## config.mk

```make
export PLATFORM = sky130hd
export DESIGN_NAME = uart_apb_fifo
export DESIGN_NICKNAME = d
export VERILOG_FILES = /design/src/rtl/uart_apb_fifo.sv
export SDC_FILE = /design/constraint.sdc
export NUM_CORES = 1
export LEC_CHECK = 0
export BUFFER_PORTS_ARGS = -buffer_cell sky130_fd_sc_hd__buf_2
export CORE_MARGIN = 2
export CORE_UTILIZATION = 50
export CTS_CLUSTER_DIAMETER = 150
export DETAILED_ROUTE_END_ITERATION = 10
export PLACE_DENSITY = 0.72
export SLEW_MARGIN = 20
export SYNTH_ARGS = -nofsm -noshare
export SYNTH_HDL_FRONTEND = slang
export SYNTH_SLANG_ARGS = --single-unit
```

## constraint.sdc

```tcl
create_clock -name pclk -period 6.3 [get_ports pclk]
set_input_delay 0.315 -clock pclk [delete_from_list [all_inputs] [get_ports pclk]]
set_output_delay 0.315 -clock pclk [all_outputs]
set_load 0.01 [all_outputs]
```

## src/rtl/uart_apb_fifo.sv

```systemverilog
// 8N1 UART behind a single-cycle-response APB-style slave port.
// TX path: write FIFO drained by a baud serializer; RX path: 2-flop sync, oversampled deserializer, one-deep RBR.
module uart_apb_fifo #(
    parameter int          ADDR_WIDTH  = 32,
    parameter int          DATA_WIDTH  = 32,
    parameter logic [31:0] BASE_ADDR   = 32'h1000_0000,
    parameter int          TX_DEPTH    = 8,
    parameter logic [15:0] DEFAULT_DIV = 16'd868
) (
    input  logic                  pclk,
    input  logic                  presetn,
    input  logic [ADDR_WIDTH-1:0] paddr,
    input  logic [DATA_WIDTH-1:0] pdata,
    output logic [DATA_WIDTH-1:0] prdata,
    input  logic                  psel,
    input  logic                  penable,
    input  logic                  pwrite,
    input  logic [3:0]            pstb,
    output logic                  ready,
    output logic                  perr,
    output logic                  txd,
    input  logic                  rxd,
    output logic                  irq
);
    // state     | meaning
    // TX_IDLE   | line high, waiting for FIFO data
    // TX_START  | driving start bit (low)
    // TX_DATA   | driving 8 data bits, LSB first
    // TX_STOP   | driving stop bit (high); may chain straight into TX_START
    // RX_IDLE   | waiting for a high->low transition on the synchronised line
    // RX_START  | waiting half a bit to confirm the start bit
    // RX_DATA   | sampling 8 data bits, one per bit period
    // RX_STOP   | sampling the stop bit, then delivering the byte
    localparam logic [1:0] TX_IDLE  = 2'd0;
    localparam logic [1:0] TX_START = 2'd1;
    localparam logic [1:0] TX_DATA  = 2'd2;
    localparam logic [1:0] TX_STOP  = 2'd3;
    localparam logic [1:0] RX_IDLE  = 2'd0;
    localparam logic [1:0] RX_START = 2'd1;
    localparam logic [1:0] RX_DATA  = 2'd2;
    localparam logic [1:0] RX_STOP  = 2'd3;

    localparam int AW = $clog2(TX_DEPTH);
    localparam logic [ADDR_WIDTH-1:0] BASE_W = ADDR_WIDTH'(BASE_ADDR);

    logic                  access;
    logic                  in_block;
    logic [3:0]            offset;
    logic [1:0]            lane;
    logic [7:0]            wr_byte;
    logic                  lane_stb;
    logic                  sel_thr, sel_ier, sel_lsr, sel_div;
    logic                  thr_push_req, thr_push, thr_drop;
    logic                  lsr_wr, rbr_rd, lsr_rd;
    logic [15:0]           rd_raw;
    logic [DATA_WIDTH-1:0] rd_word;
    logic [15:0]           div_new;

    logic [1:0]  ier;
    logic [15:0] div;
    logic [7:0]  rbr;
    logic        dr, oe, fe;
    logic        thre, temt;
    logic [7:0]  lsr;

    logic [7:0]  fifo_mem [TX_DEPTH];
    logic [AW:0] wptr, rptr;
    logic        fifo_empty, fifo_full;
    logic [7:0]  fifo_head;

    logic [1:0]  tx_state;
    logic [15:0] tx_cnt;
    logic [7:0]  tx_shreg;
    logic [2:0]  tx_bitn;
    logic        tx_bit_done;
    logic        tx_pop;

    logic        rx_meta, rx_sync, rx_prev;
    logic [1:0]  rx_state;
    logic [15:0] rx_cnt;
    logic [7:0]  rx_shreg;
    logic [2:0]  rx_bitn;
    logic        rx_tick;
    logic        rx_deliver;
    logic        rx_frame_err;

    logic        unused_bits;

    assign unused_bits = ^{pdata[DATA_WIDTH-1:16]};

    // Bus decode
    assign access   = psel & penable & ~ready;
    assign in_block = (paddr[ADDR_WIDTH-1:4] == BASE_W[ADDR_WIDTH-1:4]);
    assign offset   = paddr[3:0];
    assign lane     = paddr[1:0];
    assign wr_byte  = pdata[{lane, 3'b000} +: 8];
    assign lane_stb = pstb[lane];

    assign sel_thr = access & in_block & (offset == 4'd0);
    assign sel_ier = access & in_block & (offset == 4'd1);
    assign sel_lsr = access & in_block & (offset == 4'd5);
    assign sel_div = access & in_block & (offset == 4'd8);

    // A pop on the same edge frees a slot, so a write into a full FIFO is still accepted.
    assign thr_push_req = sel_thr & pwrite & lane_stb;
    assign thr_push     = thr_push_req & (~fifo_full | tx_pop);
    assign thr_drop     = thr_push_req & ~thr_push;
    assign lsr_wr       = sel_lsr & pwrite;
    assign rbr_rd       = sel_thr & ~pwrite;
    assign lsr_rd       = sel_lsr & ~pwrite;

    assign thre = fifo_empty;
    assign temt = fifo_empty & (tx_state == TX_IDLE);
    assign lsr  = {1'b0, temt, thre, 1'b0, fe, 1'b0, oe, dr};
    assign irq  = (dr & ier[0]) | (thre & ier[1]);

    always_comb begin
        rd_raw = 16'd0;
        if (in_block) begin
            case (offset)
                4'd0:    rd_raw = {8'd0, rbr};
                4'd1:    rd_raw = {14'd0, ier};
                4'd5:    rd_raw = {8'd0, lsr};
                4'd8:    rd_raw = div;
                default: rd_raw = 16'd0;
            endcase
        end
        rd_word = DATA_WIDTH'(rd_raw) << {lane, 3'b000};
    end

    always_ff @(posedge pclk or negedge presetn) begin
        if (!presetn) begin
            ready  <= 1'b0;
            perr   <= 1'b0;
            prdata <= '0;
        end else begin
            ready  <= access;
            perr   <= access & (thr_drop | lsr_wr);
            prdata <= (access & ~pwrite) ? rd_word : '0;
        end
    end

    // Configuration registers
    always_comb begin
        div_new[15:8] = pstb[1] ? pdata[15:8] : div[15:8];
        div_new[7:0]  = pstb[0] ? pdata[7:0]  : div[7:0];
    end

    always_ff @(posedge pclk or negedge presetn) begin
        if (!presetn) begin
            ier <= 2'b00;
            div <= DEFAULT_DIV;
        end else begin
            if (sel_ier & pwrite & lane_stb)
                ier <= wr_byte[1:0];
            if (sel_div & pwrite)
                div <= (div_new == 16'd0) ? 16'd1 : div_new;
        end
    end

    // TX FIFO
    assign fifo_empty = (wptr == rptr);
    assign fifo_full  = (wptr[AW] != rptr[AW]) && (wptr[AW-1:0] == rptr[AW-1:0]);
    assign fifo_head  = fifo_mem[rptr[AW-1:0]];

    always_ff @(posedge pclk) begin
        if (thr_push)
            fifo_mem[wptr[AW-1:0]] <= wr_byte;
    end

    always_ff @(posedge pclk or negedge presetn) begin
        if (!presetn) begin
            wptr <= '0;
            rptr <= '0;
        end else begin
            if (thr_push)
                wptr <= wptr + 1'b1;
            if (tx_pop)
                rptr <= rptr + 1'b1;
        end
    end

    // TX serializer; the bit timer reloads from DIV at every bit boundary.
    assign tx_bit_done = (tx_cnt == 16'd0);
    assign tx_pop      = ~fifo_empty &
                         ((tx_state == TX_IDLE) | ((tx_state == TX_STOP) & tx_bit_done));

    always_ff @(posedge pclk or negedge presetn) begin
        if (!presetn) begin
            tx_state <= TX_IDLE;
            tx_cnt   <= 16'd0;
            tx_shreg <= 8'd0;
            tx_bitn  <= 3'd0;
            txd      <= 1'b1;
        end else begin
            case (tx_state)
                TX_IDLE: begin
                    if (tx_pop) begin
                        tx_state <= TX_START;
                        tx_cnt   <= div - 16'd1;
                        tx_shreg <= fifo_head;
                        txd      <= 1'b0;
                    end
                end
                TX_START: begin
                    if (tx_bit_done) begin
                        tx_state <= TX_DATA;
                        tx_cnt   <= div - 16'd1;
                        tx_bitn  <= 3'd0;
                        txd      <= tx_shreg[0];
                    end else begin
                        tx_cnt <= tx_cnt - 16'd1;
                    end
                end
                TX_DATA: begin
                    if (tx_bit_done) begin
                        tx_cnt <= div - 16'd1;
                        if (tx_bitn == 3'd7) begin
                            tx_state <= TX_STOP;
                            txd      <= 1'b1;
                        end else begin
                            tx_shreg <= {1'b0, tx_shreg[7:1]};
                            txd      <= tx_shreg[1];
                            tx_bitn  <= tx_bitn + 3'd1;
                        end
                    end else begin
                        tx_cnt <= tx_cnt - 16'd1;
                    end
                end
                default: begin
                    if (tx_bit_done) begin
                        tx_cnt <= div - 16'd1;
                        if (tx_pop) begin
                            tx_state <= TX_START;
                            tx_shreg <= fifo_head;
                            txd      <= 1'b0;
                        end else begin
                            tx_state <= TX_IDLE;
                        end
                    end else begin
                        tx_cnt <= tx_cnt - 16'd1;
                    end
                end
            endcase
        end
    end

    // RX synchroniser; resets high so reset release never looks like a start bit.
    always_ff @(posedge pclk or negedge presetn) begin
        if (!presetn) begin
            rx_meta <= 1'b1;
            rx_sync <= 1'b1;
            rx_prev <= 1'b1;
        end else begin
            rx_meta <= rxd;
            rx_sync <= rx_meta;
            rx_prev <= rx_sync;
        end
    end

    assign rx_tick      = (rx_cnt <= 16'd1);
    assign rx_deliver   = (rx_state == RX_STOP) & rx_tick;
    assign rx_frame_err = rx_deliver & ~rx_sync;

    always_ff @(posedge pclk or negedge presetn) begin
        if (!presetn) begin
            rx_state <= RX_IDLE;
            rx_cnt   <= 16'd0;
            rx_shreg <= 8'd0;
            rx_bitn  <= 3'd0;
        end else begin
            case (rx_state)
                RX_IDLE: begin
                    if (rx_prev & ~rx_sync) begin
                        rx_state <= RX_START;
                        rx_cnt   <= {1'b0, div[15:1]};
                    end
                end
                RX_START: begin
                    if (rx_tick) begin
                        if (rx_sync) begin
                            rx_state <= RX_IDLE;
                        end else begin
                            rx_state <= RX_DATA;
                            rx_cnt   <= div;
                            rx_bitn  <= 3'd0;
                        end
                    end else begin
                        rx_cnt <= rx_cnt - 16'd1;
                    end
                end
                RX_DATA: begin
                    if (rx_tick) begin
                        rx_shreg <= {rx_sync, rx_shreg[7:1]};
                        rx_cnt   <= div;
                        if (rx_bitn == 3'd7)
                            rx_state <= RX_STOP;
                        else
                            rx_bitn <= rx_bitn + 3'd1;
                    end else begin
                        rx_cnt <= rx_cnt - 16'd1;
                    end
                end
                default: begin
                    if (rx_tick)
                        rx_state <= RX_IDLE;
                    else
                        rx_cnt <= rx_cnt - 16'd1;
                end
            endcase
        end
    end

    // Receive buffer and line status; a new error beats a clearing LSR read.
    always_ff @(posedge pclk or negedge presetn) begin
        if (!presetn) begin
            rbr <= 8'd0;
            dr  <= 1'b0;
            oe  <= 1'b0;
            fe  <= 1'b0;
        end else begin
            if (rx_deliver & (~dr | rbr_rd)) begin
                rbr <= rx_shreg;
                dr  <= 1'b1;
            end else if (rbr_rd) begin
                dr <= 1'b0;
            end
            if (rx_deliver & dr & ~rbr_rd)
                oe <= 1'b1;
            else if (lsr_rd)
                oe <= 1'b0;
            if (rx_frame_err)
                fe <= 1'b1;
            else if (lsr_rd)
                fe <= 1'b0;
        end
    end

endmodule

```

== Word-level counts from Yosys, hierarchy flattened ==
Memories as Yosys holds them, arrays and structs flattened.
Cells that the tools add are included.
Cells by class
  muxes and demuxes: 58
  add/subtract/negate cells: 7
  reduce and logical (&&, ||, !) cells: 21
  order comparisons: 2
  shift-type cells: 2
  equality and inequality tests: 28
  bitwise operators: 44
Operators by type and width (count)
  $mux W16: 10
  $pmux W16 S4: 1
  $mux W8: 6
  $pmux W16 S3: 1
  $sub A16 B1 Y16 const B: 3
  $logic_not A16 Y1: 2
  $mux W32: 1
  $shiftx A32 B6 Y8: 1
  $shl A16 B5 Y32: 1
  $and A1 B1 Y1: 30
  $eq A28 B25 Y1 const B: 1
  $pmux W8 S3: 1
  $mux W2: 11
  $ne A2 B2 Y1 const B: 11
  $mux W3: 7
  $le A16 B1 Y1 const B: 1
  $reduce_and A5 Y1: 3
  $mux W1: 14
  $reduce_bool A2 Y1: 7
  $pmux W2 S3: 2
  $pmux W3 S2: 2
  $not A1 Y1: 9
  $add A4 B1 Y4 const B: 2
  $eq A2 B2 Y1 const B: 4
  21 further kinds: 31
Word-level totals
  output and inout port bits: 36
  register bits: 133
  memories: 1
  word-level logic and storage cells: 186
  RAM bits: 64
Memories
  fifo_mem: words 8, bits a word 8, rd ports 1, clocked after memory_dff 0, write ports 1, RTL line 66  | logic [7:0] fifo_mem [TX_DEPTH];

== Depth between registers and ports, before layout ==
Gate-level depths: netlist (run 1).
  depth after elaboration: 11
  mapped depth: 11

== Worst setup path before layout (run 1) ==
No wires, ideal clock.
  kind: flip-flop to flip-flop
  from: register tx_cnt[0]
  to: memory fifo_mem[0][0], enable pin
  arrival time: 2783 ps
  stages on the path, launching flop included: 9
  clock period less this slack: 3177 ps
  slack: 3123 ps
  cell sequence: dfrtp_1 -> inv_1 -> ha_1 -> nor3b_2 -> nand4_1 -> o211a_1 -> or3_1 -> buf_6 -> nor4_1
Between the ends
  longest elaborated chain between the ends: 8
RTL lines
  start: declaration: RTL line 72  | logic [15:0] tx_cnt;
  start signal: assignment: RTL line 200  | tx_cnt <= div - 16'd1;
  start signal: assignment: RTL line 208  | tx_cnt <= div - 16'd1;
  start signal: assignment: RTL line 212  | tx_cnt <= tx_cnt - 16'd1;
  $logic_not A16 Y1: RTL line 184  | assign tx_bit_done = (tx_cnt == 16'd0);
  $and A1 B1 Y1: RTL line 186  | ((tx_state == TX_IDLE) | ((tx_state == TX_STOP) & tx_bit_done));
  $or A1 B1 Y1: RTL line 186
  $and A1 B1 Y1: RTL line 185  | assign tx_pop = ~fifo_empty &
  $or A1 B1 Y1: RTL line 106  | assign thr_push = thr_push_req & (~fifo_full | tx_pop);
  $and A1 B1 Y1: RTL line 106
  $mux W1: RTL line 167  | if (thr_push)
  $mux W1 (implied by the code): RTL line 168  | fifo_mem[wptr[AW-1:0]] <= wr_byte;
  end: declaration: RTL line 66
No other way between the ends.

== Final worst setup path (run 1) ==
  from: register tx_cnt[0]
  to: memory fifo_mem[5][7], enable pin
The elaborated chain is that of the path after synthesis.

==> results of run 1 <==
## cells in the mapped netlist, types with 12 or more instances
cell type                  count
sky130_fd_sc_hd__o21ai_0      56
sky130_fd_sc_hd__nand2_1      77
sky130_fd_sc_hd__dfrtp_1     124
sky130_fd_sc_hd__nor3_1       33
sky130_fd_sc_hd__edfxtp_1     64
sky130_fd_sc_hd__nand3_1      19
sky130_fd_sc_hd__clkbuf_1     36
sky130_fd_sc_hd__inv_1        25
sky130_fd_sc_hd__nor2_1       55
sky130_fd_sc_hd__ha_1         19
sky130_fd_sc_hd__mux2i_1      13
sky130_fd_sc_hd__a21oi_1      41
sky130_fd_sc_hd__nor4_1       21
sky130_fd_sc_hd__xnor2_1      12
sky130_fd_sc_hd__mux4_2       24
sky130_fd_sc_hd__mux2_2       36
## where the power goes
group	internal, uW	switching (uW)
Clock	562	591
Sequential	1460	165
Combinational	526	802
## final cells by class
type	count	area (sq um)	area share [%]
Sequential cell	197	5261	46.73
Multi-Input combinational cell	595	4278	37.99
Timing Repair Buffer	121	651.9	5.790
Clock buffer	17	425.4	3.778
Tap cell	265	331.6	2.945
Clock inverter	15	212.7	1.889
Inverter	25	93.84	0.8334
Antenna cell	2	5.005	0.04445
## critical path, stage by stage (launching register included)
cell                      delay (ns)
sky130_fd_sc_hd__dfrtp_1        0.39
sky130_fd_sc_hd__inv_1          0.08
sky130_fd_sc_hd__ha_1           0.18
sky130_fd_sc_hd__nor3b_2        0.50
sky130_fd_sc_hd__nand4_1        0.36
sky130_fd_sc_hd__o211a_1        0.36
sky130_fd_sc_hd__or3_1          0.55
sky130_fd_sc_hd__or2_1          0.31
sky130_fd_sc_hd__nor2_1         0.75
## logic make-up after synthesis
kind of cell               synth area share (%)
and+or+nand+nor                           15.29
DFF                                       53.89
AOI/OAI and AO/OA                         12.42
muxes                                     11.02
buffers and inverters                     2.935
xor gates and xnor gates                  1.974
adders and majority gates                 2.435
other                                   0.03841
## per-stage QoR
step	power, uW	cells	hold WS [ns]	setup WS, ns	utilization [%]
after floorplan	2619	865	0.01941	3.123	-
after global placement	2925	1201	0.3458	2.566	54.77
after detailed placement	2945	1201	0.3498	2.487	54.77
after CTS	4103	1235	0.1223	2.451	58.18
after global routing	4338	1235	0.1470	2.255	58.21
final	4102	1237	0.1376	2.423	58.23
## what timing repair did
item | in CTS | in global routing
setup endpoints to repair | 0 | 0
hold endpoints to repair | 77 | 0
hold buffers | 2 | 0
## sequential cells by signal, indices dropped and copies added (netlist names), 8 cells and up
name,count
div,16
fifo_mem,64
prdata,32
rbr,8
rx_cnt,16
rx_shreg,8
tx_cnt,16
tx_shreg,8
## routing by layer
metal / vias up / share of wire (%) / global-route usage, %
met2: 266 / 47 / 37.67
li1: 3399 / - / -
met5: - / 0 / 0
met4: 0 / 2.0 / 7.740
met1: 3566 / 44 / 34.82
met3: 34 / 6.7 / 4.232
## final timing paths
path	start	end	slack [ns]
max	tx_cnt[0]	fifo_mem[5][7]	2.42
min	pdata[1]	div[1]	0.14
max reg2reg	tx_cnt[0]	fifo_mem[5][7]	2.42
min reg2reg	rx_meta	rx_sync	0.36
max in group asynchronous	presetn	rx_cnt[1]	4.62
min in group asynchronous	presetn	tx_shreg[5]	0.46
==> metrics.log, run 1 <==
[metrics] CP Launch Type: flop
[metrics] number of enable-type register cells in the synthesized netlist: 64
[metrics] first-pass iteration count of the detailed router: 7
[metrics] average vias per placed instance: 5.873
[metrics] CTS Buf Count: 17
[metrics] slew of the pin with the lowest slew margin: 0.9541 ns
[metrics] area enclosed by the die boundary: 0.02066 sq mm
[metrics] net count reported at finish: 1050
[metrics] H-Tree Level Count: 4
[metrics] Worst-Skew Late Latency: 0.45 ns
[metrics] final design area excluding fillers: 0.01126 sq mm
[metrics] Max transition margin: 36.16%
[metrics] Distinct cells, synth: 81
[metrics] layout cell share with drive strength beyond 1: 25.05%
[metrics] CTS clk-pin slew, worst paths: 0.08 ns
[metrics] average routed wire per standard cell: 19.30 um
[metrics] antenna violations before repair: 1
[metrics] die height: 143.7 um
[metrics] Fmax: 257.9 MHz
[metrics] DIE WIDTH: 143.7 um
[metrics] Hold Path Stages: 3
[metrics] grt ovf: 0
[metrics] depth of the worst register-to-register path: 8
[metrics] row count: 51
[metrics] Fin Clk Skew: 0.01004 ns
[metrics] VDD IR max: 413.6 uV
[metrics] CP required: 6.37 ns
[metrics] number of buffers inserted to repair setup after CTS: 0
[metrics] maximum number of pins on one net before global-route repair: 81
[metrics] critical path arrival: 3.95 ns
[metrics] placed cell areas: 0.01059 sq mm
[metrics] flip-flop and latch count after synthesis: 197
[metrics] effective utilization at floorplan: 50.50%
[metrics] most common library cell in the layout ignoring fill and taps: sky130_fd_sc_hd__dfrtp_1
[metrics] GRT Overall Usage: 24.21%
[metrics] accumulated negative setup slack: 0 ns
[metrics] first-iteration detailed-routing DRC count: 778
[metrics] I/O Buffers: 107
[metrics] fin. max-slew vios: 0
[metrics] max-capacitance violation count: 0
[metrics] clock tree sinks: 197
[metrics] final hold violations: 0
[metrics] kind of capture point of the worst setup path: flop
[metrics] Crit Path Class: flop to flop
[metrics] top library cells by usage in the layout, fill and taps aside: sky130_fd_sc_hd__dfrtp_1, sky130_fd_sc_hd__buf_2, sky130_fd_sc_hd__nand2_1, sky130_fd_sc_hd__edfxtp_1, sky130_fd_sc_hd__o21ai_0
[metrics] Layout fillers: 1587
[metrics] path class of the lowest-slack min-delay path: input port to flop
[metrics] count of final setup violators: 0
[metrics] share of the cycle needed by the critical path after routing: 61.54%
[metrics] sequential-to-total area share from yosys stat: 53.89%
[metrics] cell accounting for the most synthesized area: sky130_fd_sc_hd__dfrtp_1
[metrics] via count of the first global-routing pass: 6908
[metrics] clock tree from TritonCTS: done
[metrics] root buffer selected by CTS: sky130_fd_sc_hd__clkbuf_16
[metrics] Core Footprint: 0.01933 sq mm
[metrics] number of top-level design ports: 110
[metrics] number of instances resized during post-cts repair: 0
[metrics] layout overhead on the synthesized area: 15.33%
[metrics] most common flop cell mapped by yosys: sky130_fd_sc_hd__dfrtp_1
[metrics] synthesized instance count: 850
[metrics] leakage power: 0.004680 uW
[metrics] outcome: complete, no violations
[metrics] DRC viols: 0
[metrics] Via Count: 7265
[metrics] time the worst path needs with I/O delays and setup: 3.877 ns
[metrics] RSZ-0062 raised after global routing: false
[metrics] share of synthesized flip-flops with an asynchronous set or reset: 67.51%
[metrics] remaining antenna violation count: 0
[metrics] Power Dens Cells: 364.4 mW/mm^2
[metrics] Bufs on Longest Clock Path: 2
[metrics] warnings from Yosys: 0
[metrics] weighted congestion at the end of routability-driven global placement: 0.8728
[metrics] top cells by area, synth: sky130_fd_sc_hd__dfrtp_1, sky130_fd_sc_hd__edfxtp_1, sky130_fd_sc_hd__mux4_2, sky130_fd_sc_hd__mux2_2, sky130_fd_sc_hd__nand2_1
[metrics] summed instance area of the synthesized netlist: 0.009763 sq mm
[metrics] average footprint of a synthesized cell: 11.49 sq um
[metrics] wire length of the first global-routing pass: 37.81 mm
[metrics] DP Wirelength: 16.54 mm
[metrics] area fraction of the dominant cell type after synthesis: 31.78%
[metrics] maximum fanout count along the critical path: 9
[metrics] total detailed-routing wirelength: 23.87 mm
No activity file was read; power rests on OpenSTA's default activity.
==> inputs of run 2 (changes only) <==
Clock period 6.3 ns to 3.65 ns, I/O delays scaled along.
==> metrics.log, run 2 (synthesis gave the netlist of run 1 again) <==
[metrics] clock tree from TritonCTS: done
[metrics] depth of the worst register-to-register path: 7
[metrics] placed insts: 1214
[metrics] switch share: 37.18%
[metrics] share of the cycle needed by the critical path after routing: 85.22%
[metrics] Clock power frac: 28.5%
[metrics] maximum fanout count along the critical path: 9
[metrics] Fmax: 321.5 MHz
[metrics] leakage power: 0.004759 uW
[metrics] time the worst path needs with I/O delays and setup: 3.111 ns
[metrics] Worst-Skew Late Latency: 0.44 ns
[metrics] effective utilization at floorplan: 50.50%
[metrics] Worst Setup SP: tx_cnt[10]
[metrics] slowest stage delay, CP: 0.56 ns
[metrics] layout overhead on the synthesized area: 16.44%
[metrics] CP required: 3.80 ns
[metrics] H-Tree Level Count: 4
[metrics] net count reported at finish: 1064
[metrics] Layout fillers: 1577
[metrics] clock tree sinks: 197
[metrics] remaining antenna violation count: 0
[metrics] slew of the pin with the lowest slew margin: 0.9175 ns
[metrics] Crit Path Class: flop to flop
[metrics] cell family with most CP delay: simple AND/OR/NAND/NOR gates
[metrics] design internal power: 4544 uW
[metrics] met2 wirelength from detailed routing: 11.59 mm
[metrics] Bufs on Longest Clock Path: 2
[metrics] critical path arrival: 3.26 ns
[metrics] DRC viols: 0
[metrics] Max transition margin: 38.71%
[metrics] footprint of the multi-input gates: 0.004272 sq mm
[metrics] DIE WIDTH: 143.7 um
[metrics] DP Wirelength: 17.03 mm
[metrics] flop2flop setup slack: 0.54 ns
[metrics] total detailed-routing wirelength: 24.32 mm
[metrics] kind of capture point of the worst setup path: flop
[metrics] die height: 143.7 um
[metrics] switching power: 2690 uW
[metrics] total length of routed met3 wires: 1.835 mm
[metrics] slowest library cell on the worst path: sky130_fd_sc_hd__or3_1
[metrics] accumulated negative setup slack: 0 ns
[metrics] area enclosed by the die boundary: 0.02066 sq mm
[metrics] RSZ-0062 raised after global routing: false
[metrics] max-capacitance violation count: 0
[metrics] maximum number of pins on one net before global-route repair: 97
[metrics] ordered list of cells on the worst path: nor4_1 > nand4_1 > o211a_1 > or3_1 > or2_1 > nor3_2 > buf_4
[metrics] CP Launch Type: flop
[metrics] root buffer selected by CTS: sky130_fd_sc_hd__clkbuf_16
[metrics] GRT Overall Usage: 24.79%
[metrics] average routed wire per standard cell: 19.46 um
[metrics] final worst hold slack: 0.04353 ns
[metrics] I/O Buffers: 107
[metrics] most common library cell in the layout ignoring fill and taps: sky130_fd_sc_hd__dfrtp_1
[metrics] fin. max-slew vios: 0
[metrics] VDD IR max: 465.4 uV
[metrics] via count of the first global-routing pass: 7192
[metrics] outcome: complete, no violations
[metrics] sequential share of power: 38.4%
[metrics] path class of the lowest-slack min-delay path: input port to flop
[metrics] worst setup path endpoint: fifo_mem[4][0]
[metrics] area occupied by registers: 0.005261 sq mm
[metrics] CTS clk-pin slew, worst paths: 0.08 ns
[metrics] count of final setup violators: 0
[metrics] Critical path buffers and inverters: 1
[metrics] final worst setup slack: 0.5394 ns
[metrics] worst flop-to-flop path endpoint: fifo_mem[4][0]
[metrics] antenna violations before repair: 1
[metrics] first-iteration detailed-routing DRC count: 730
[metrics] highest metal layer with signal wires: met4
[metrics] number of buffers inserted to repair setup after CTS: 0
[metrics] logic depth of the worst setup path including buffers: 7
[metrics] Power Dens Cells: 636.3 mW/mm^2
[metrics] Placement Setup Slack: 0.5485 ns
[metrics] launching point of the worst reg2reg path: tx_cnt[10]
[metrics] row count: 51
[metrics] fin cells: 1250
[metrics] relative contribution of combinational cells to total power: 33.1%
[metrics] Core Footprint: 0.01933 sq mm
[metrics] final hold violations: 0
[metrics] Via Count: 7442
[metrics] met1 layer wirelength in the final routing: 10.51 mm
[metrics] top library cells by usage in the layout, fill and taps aside: sky130_fd_sc_hd__dfrtp_1, sky130_fd_sc_hd__buf_2, sky130_fd_sc_hd__nand2_1, sky130_fd_sc_hd__edfxtp_1, sky130_fd_sc_hd__o21ai_0
[metrics] grt ovf: 0
[metrics] weighted congestion at the end of routability-driven global placement: 0.9079
[metrics] first-pass iteration count of the detailed router: 5
[metrics] number of top-level design ports: 110
[metrics] Fin Clk Skew: 0.01411 ns
[metrics] wire length of the first global-routing pass: 38.83 mm
[metrics] CTS Buf Count: 17
[metrics] flip-flop count of the largest register after layout: 64
[metrics] average vias per placed instance: 5.954
[metrics] layout cell share with drive strength beyond 1: 25.91%
==> run 2: changes by cell type in the layout (fill, tap and decap cells not counted), sizes merged <==
cell,delta
buf,+13
diode,-1
bufinv,+2
dlygate4sd3,+1
clkinv,-3
clkinvlp,+1
==> run 2: layout make-up <==
class | instances | area share [%]
clock inverter | 15 | 1.959
timing repair buffer | 135 | 6.681
antenna | 1 | 0.02201
inverter | 25 | 0.8254
clock buffer | 17 | 3.742
tap | 265 | 2.917
multi-input combinational | 595 | 37.57
sequential | 197 | 46.28
==> run 2: what timing repair did <==
item                                   CTS  global route
endpoints found under the hold margin   90             0
hold buffers                             3             0
resized for setup                        0             0
==> run 2: per-layer routing <==
layer  GRT usage, %  vias to the layer above
met5              0                        -
met4          5.882                        0
met2          39.90                      320
met3          6.065                       43
met1          34.22                     3672
li1               -                     3407
==> run 2: how the worst min path moves through the flow <==
stage,to,cells after the start,startpoint
floorplan,div[0],0,presetn
global placement,rx_meta,1,rxd
detailed placement,rx_meta,1,rxd
CTS,div[4],2,pdata[4]
global route,div[6],2,pdata[6]
finish,div[6],2,pdata[6]
==> run 2: power groups by stage <==
stage	Sequential [uW]	Clock (uW)	Combinational, uW
2_1_floorplan	2740	0	1780
3_3_place_gp	2800	0	2290
3_5_place_dp	2810	0	2350
4_1_cts	2770	2090	2370
5_1_grt	2810	2170	2650
6_report	2780	2060	2390
==> run 2: per-stage QoR <==
step / util [%] / cell area (sq um) / power, uW
after floorplan: - / 9819 / 4520
final: 58.80 / 11370 / 7233
after CTS: 58.78 / 11370 / 7228
after global placement: 55.28 / 10690 / 5089
after detailed placement: 55.28 / 10690 / 5159
after global routing: 58.78 / 11370 / 7628
==> inputs of run 3 (changes only) <==
Settings changed: PLACE_DENSITY 0.72 to unset, PLACE_DENSITY_LB_ADDON set to 0.1.
==> metrics.log, run 3 (synthesis gave the netlist of run 1 again) <==
[metrics] weighted congestion at the end of routability-driven global placement: 0.8848
[metrics] average vias per placed instance: 5.817
[metrics] via count of the first global-routing pass: 6975
[metrics] average routed wire per standard cell: 19.88 um
[metrics] Max transition margin: 37.42%
[metrics] Fmax: 327.0 MHz
[metrics] GRT Overall Usage: 24.92%
[metrics] diodes inserted: 0
[metrics] CP Launch Type: flop
[metrics] top library cells by usage in the layout, fill and taps aside: sky130_fd_sc_hd__dfrtp_1, sky130_fd_sc_hd__buf_2, sky130_fd_sc_hd__nand2_1, sky130_fd_sc_hd__edfxtp_1, sky130_fd_sc_hd__o21ai_0
[metrics] Fin Clk Skew: 0.01094 ns
[metrics] Crit Path Class: flop to flop
[metrics] final hold violations: 0
[metrics] outcome: complete, no violations
[metrics] remaining antenna violation count: 0
[metrics] H-Tree Level Count: 4
[metrics] fin. max-slew vios: 0
[metrics] accumulated negative setup slack: 0 ns
[metrics] slew of the pin with the lowest slew margin: 0.9386 ns
[metrics] number of instances resized during post-cts repair: 0
[metrics] count of final setup violators: 0
[metrics] effective utilization at floorplan: 50.50%
[metrics] most common library cell in the layout ignoring fill and taps: sky130_fd_sc_hd__dfrtp_1
[metrics] CTS Buf Count: 17
[metrics] area occupied by registers: 0.005261 sq mm
[metrics] area enclosed by the die boundary: 0.02066 sq mm
[metrics] slowest library cell on the worst path: sky130_fd_sc_hd__or3_1
[metrics] Worst-Skew Late Latency: 0.44 ns
[metrics] Bufs on Longest Clock Path: 2
[metrics] total detailed-routing wirelength: 24.89 mm
[metrics] Hold Path Stages: 3
[metrics] CP required: 3.80 ns
[metrics] Via Count: 7283
[metrics] placed insts: 1218
[metrics] placed cell areas: 0.01072 sq mm
[metrics] share of the cycle needed by the critical path after routing: 83.78%
[metrics] slowest stage delay, CP: 0.56 ns
[metrics] clock tree sinks: 197
[metrics] antenna violations before repair: 1
[metrics] maximum number of pins on one net before global-route repair: 99
[metrics] Core Footprint: 0.01933 sq mm
[metrics] row count: 51
[metrics] max-capacitance violation count: 0
[metrics] maximum fanout count along the critical path: 9
[metrics] DP Wirelength: 17.57 mm
[metrics] critical path arrival: 3.21 ns
[metrics] layout cell share with drive strength beyond 1: 26.14%
[metrics] footprint of the multi-input gates: 0.004272 sq mm
[metrics] fin cells: 1252
[metrics] root buffer selected by CTS: sky130_fd_sc_hd__clkbuf_16
[metrics] grt ovf: 0
[metrics] VDD IR max: 408.7 uV
[metrics] cell family with most CP delay: simple AND/OR/NAND/NOR gates
[metrics] logic depth of the worst setup path including buffers: 7
[metrics] time the worst path needs with I/O delays and setup: 3.058 ns
[metrics] Power Dens Cells: 625.4 mW/mm^2
[metrics] Layout fillers: 1609
[metrics] DIE WIDTH: 143.7 um
[metrics] final design area excluding fillers: 0.01133 sq mm
[metrics] final worst hold slack: 0.01948 ns
[metrics] CTS clk-pin slew, worst paths: 0.08 ns
[metrics] number of buffers inserted to repair setup after CTS: 0
[metrics] ordered list of cells on the worst path: nor4_1 > nand4_1 > o211a_1 > or3_1 > or2_1 > nor3_2 > buf_4
[metrics] leakage power: 0.004757 uW
[metrics] final design utilization: 58.62%
[metrics] first-iteration detailed-routing DRC count: 625
[metrics] kind of capture point of the worst setup path: flop
[metrics] first-pass iteration count of the detailed router: 5
[metrics] hold bufs inserted after CTS: 2
[metrics] path class of the lowest-slack min-delay path: input port to flop
[metrics] clock tree from TritonCTS: done
[metrics] I/O Buffers: 107
[metrics] Critical path buffers and inverters: 1
[metrics] wire length of the first global-routing pass: 38.78 mm
[metrics] DRC viols: 0
[metrics] number of top-level design ports: 110
[metrics] layout overhead on the synthesized area: 16.10%
[metrics] die height: 143.7 um
[metrics] depth of the worst register-to-register path: 7
[metrics] RSZ-0062 raised after global routing: false
[metrics] flip-flop count of the largest register after layout: 64
[metrics] net count reported at finish: 1067
-- run 3: routing by layer --
metal | part of all wire (%) | global-route usage (%)
met5 | 0.064 | 0
met4 | 2.0 | 7.430
met3 | 5.6 | 4.465
met2 | 45 | 37.52
met1 | 47 | 37.10
-- run 3: area by class of cell --
class | count | share of cell area (%)
clock buffer | 17 | 3.753
clock inverter | 15 | 1.512
inverter | 25 | 0.8279
multi-input combinational | 595 | 37.69
sequential | 197 | 46.42
tap | 265 | 2.925
timing repair buffer | 138 | 6.877
-- run 3: metrics by stage --
stage	total power (uW)	setup WS, ns
2_1_floorplan	4520	0.4726
3_3_place_gp	5150	0.6619
3_5_place_dp	5169	0.6180
4_1_cts	7097	0.5907
5_1_grt	7500	0.4089
6_report	7088	0.5921
-- run 3: worst min-delay path, stage by stage --
cell and delay (ns):
sky130_fd_sc_hd__buf_2 0.13, sky130_fd_sc_hd__nand2_1 0.05, sky130_fd_sc_hd__o21ai_0 0.08
-- run 3: worst paths after layout --
path | from | to | slack, ns
worst min register to register | rx_meta | rx_sync | 0.36
max in group asynchronous | presetn | div[2] | 2.43
worst max-delay path | tx_cnt[10] | fifo_mem[4][0] | 0.59
worst min-delay path | pdata[2] | div[2] | 0.02
min in group asynchronous | presetn | tx_bitn[1] | 0.37
worst max register to register | tx_cnt[10] | fifo_mem[4][0] | 0.59
-- run 3: where the power goes --
part,switching (uW),internal (uW)
Combinational,1460,948
Clock,927,985
Sequential,259,2510
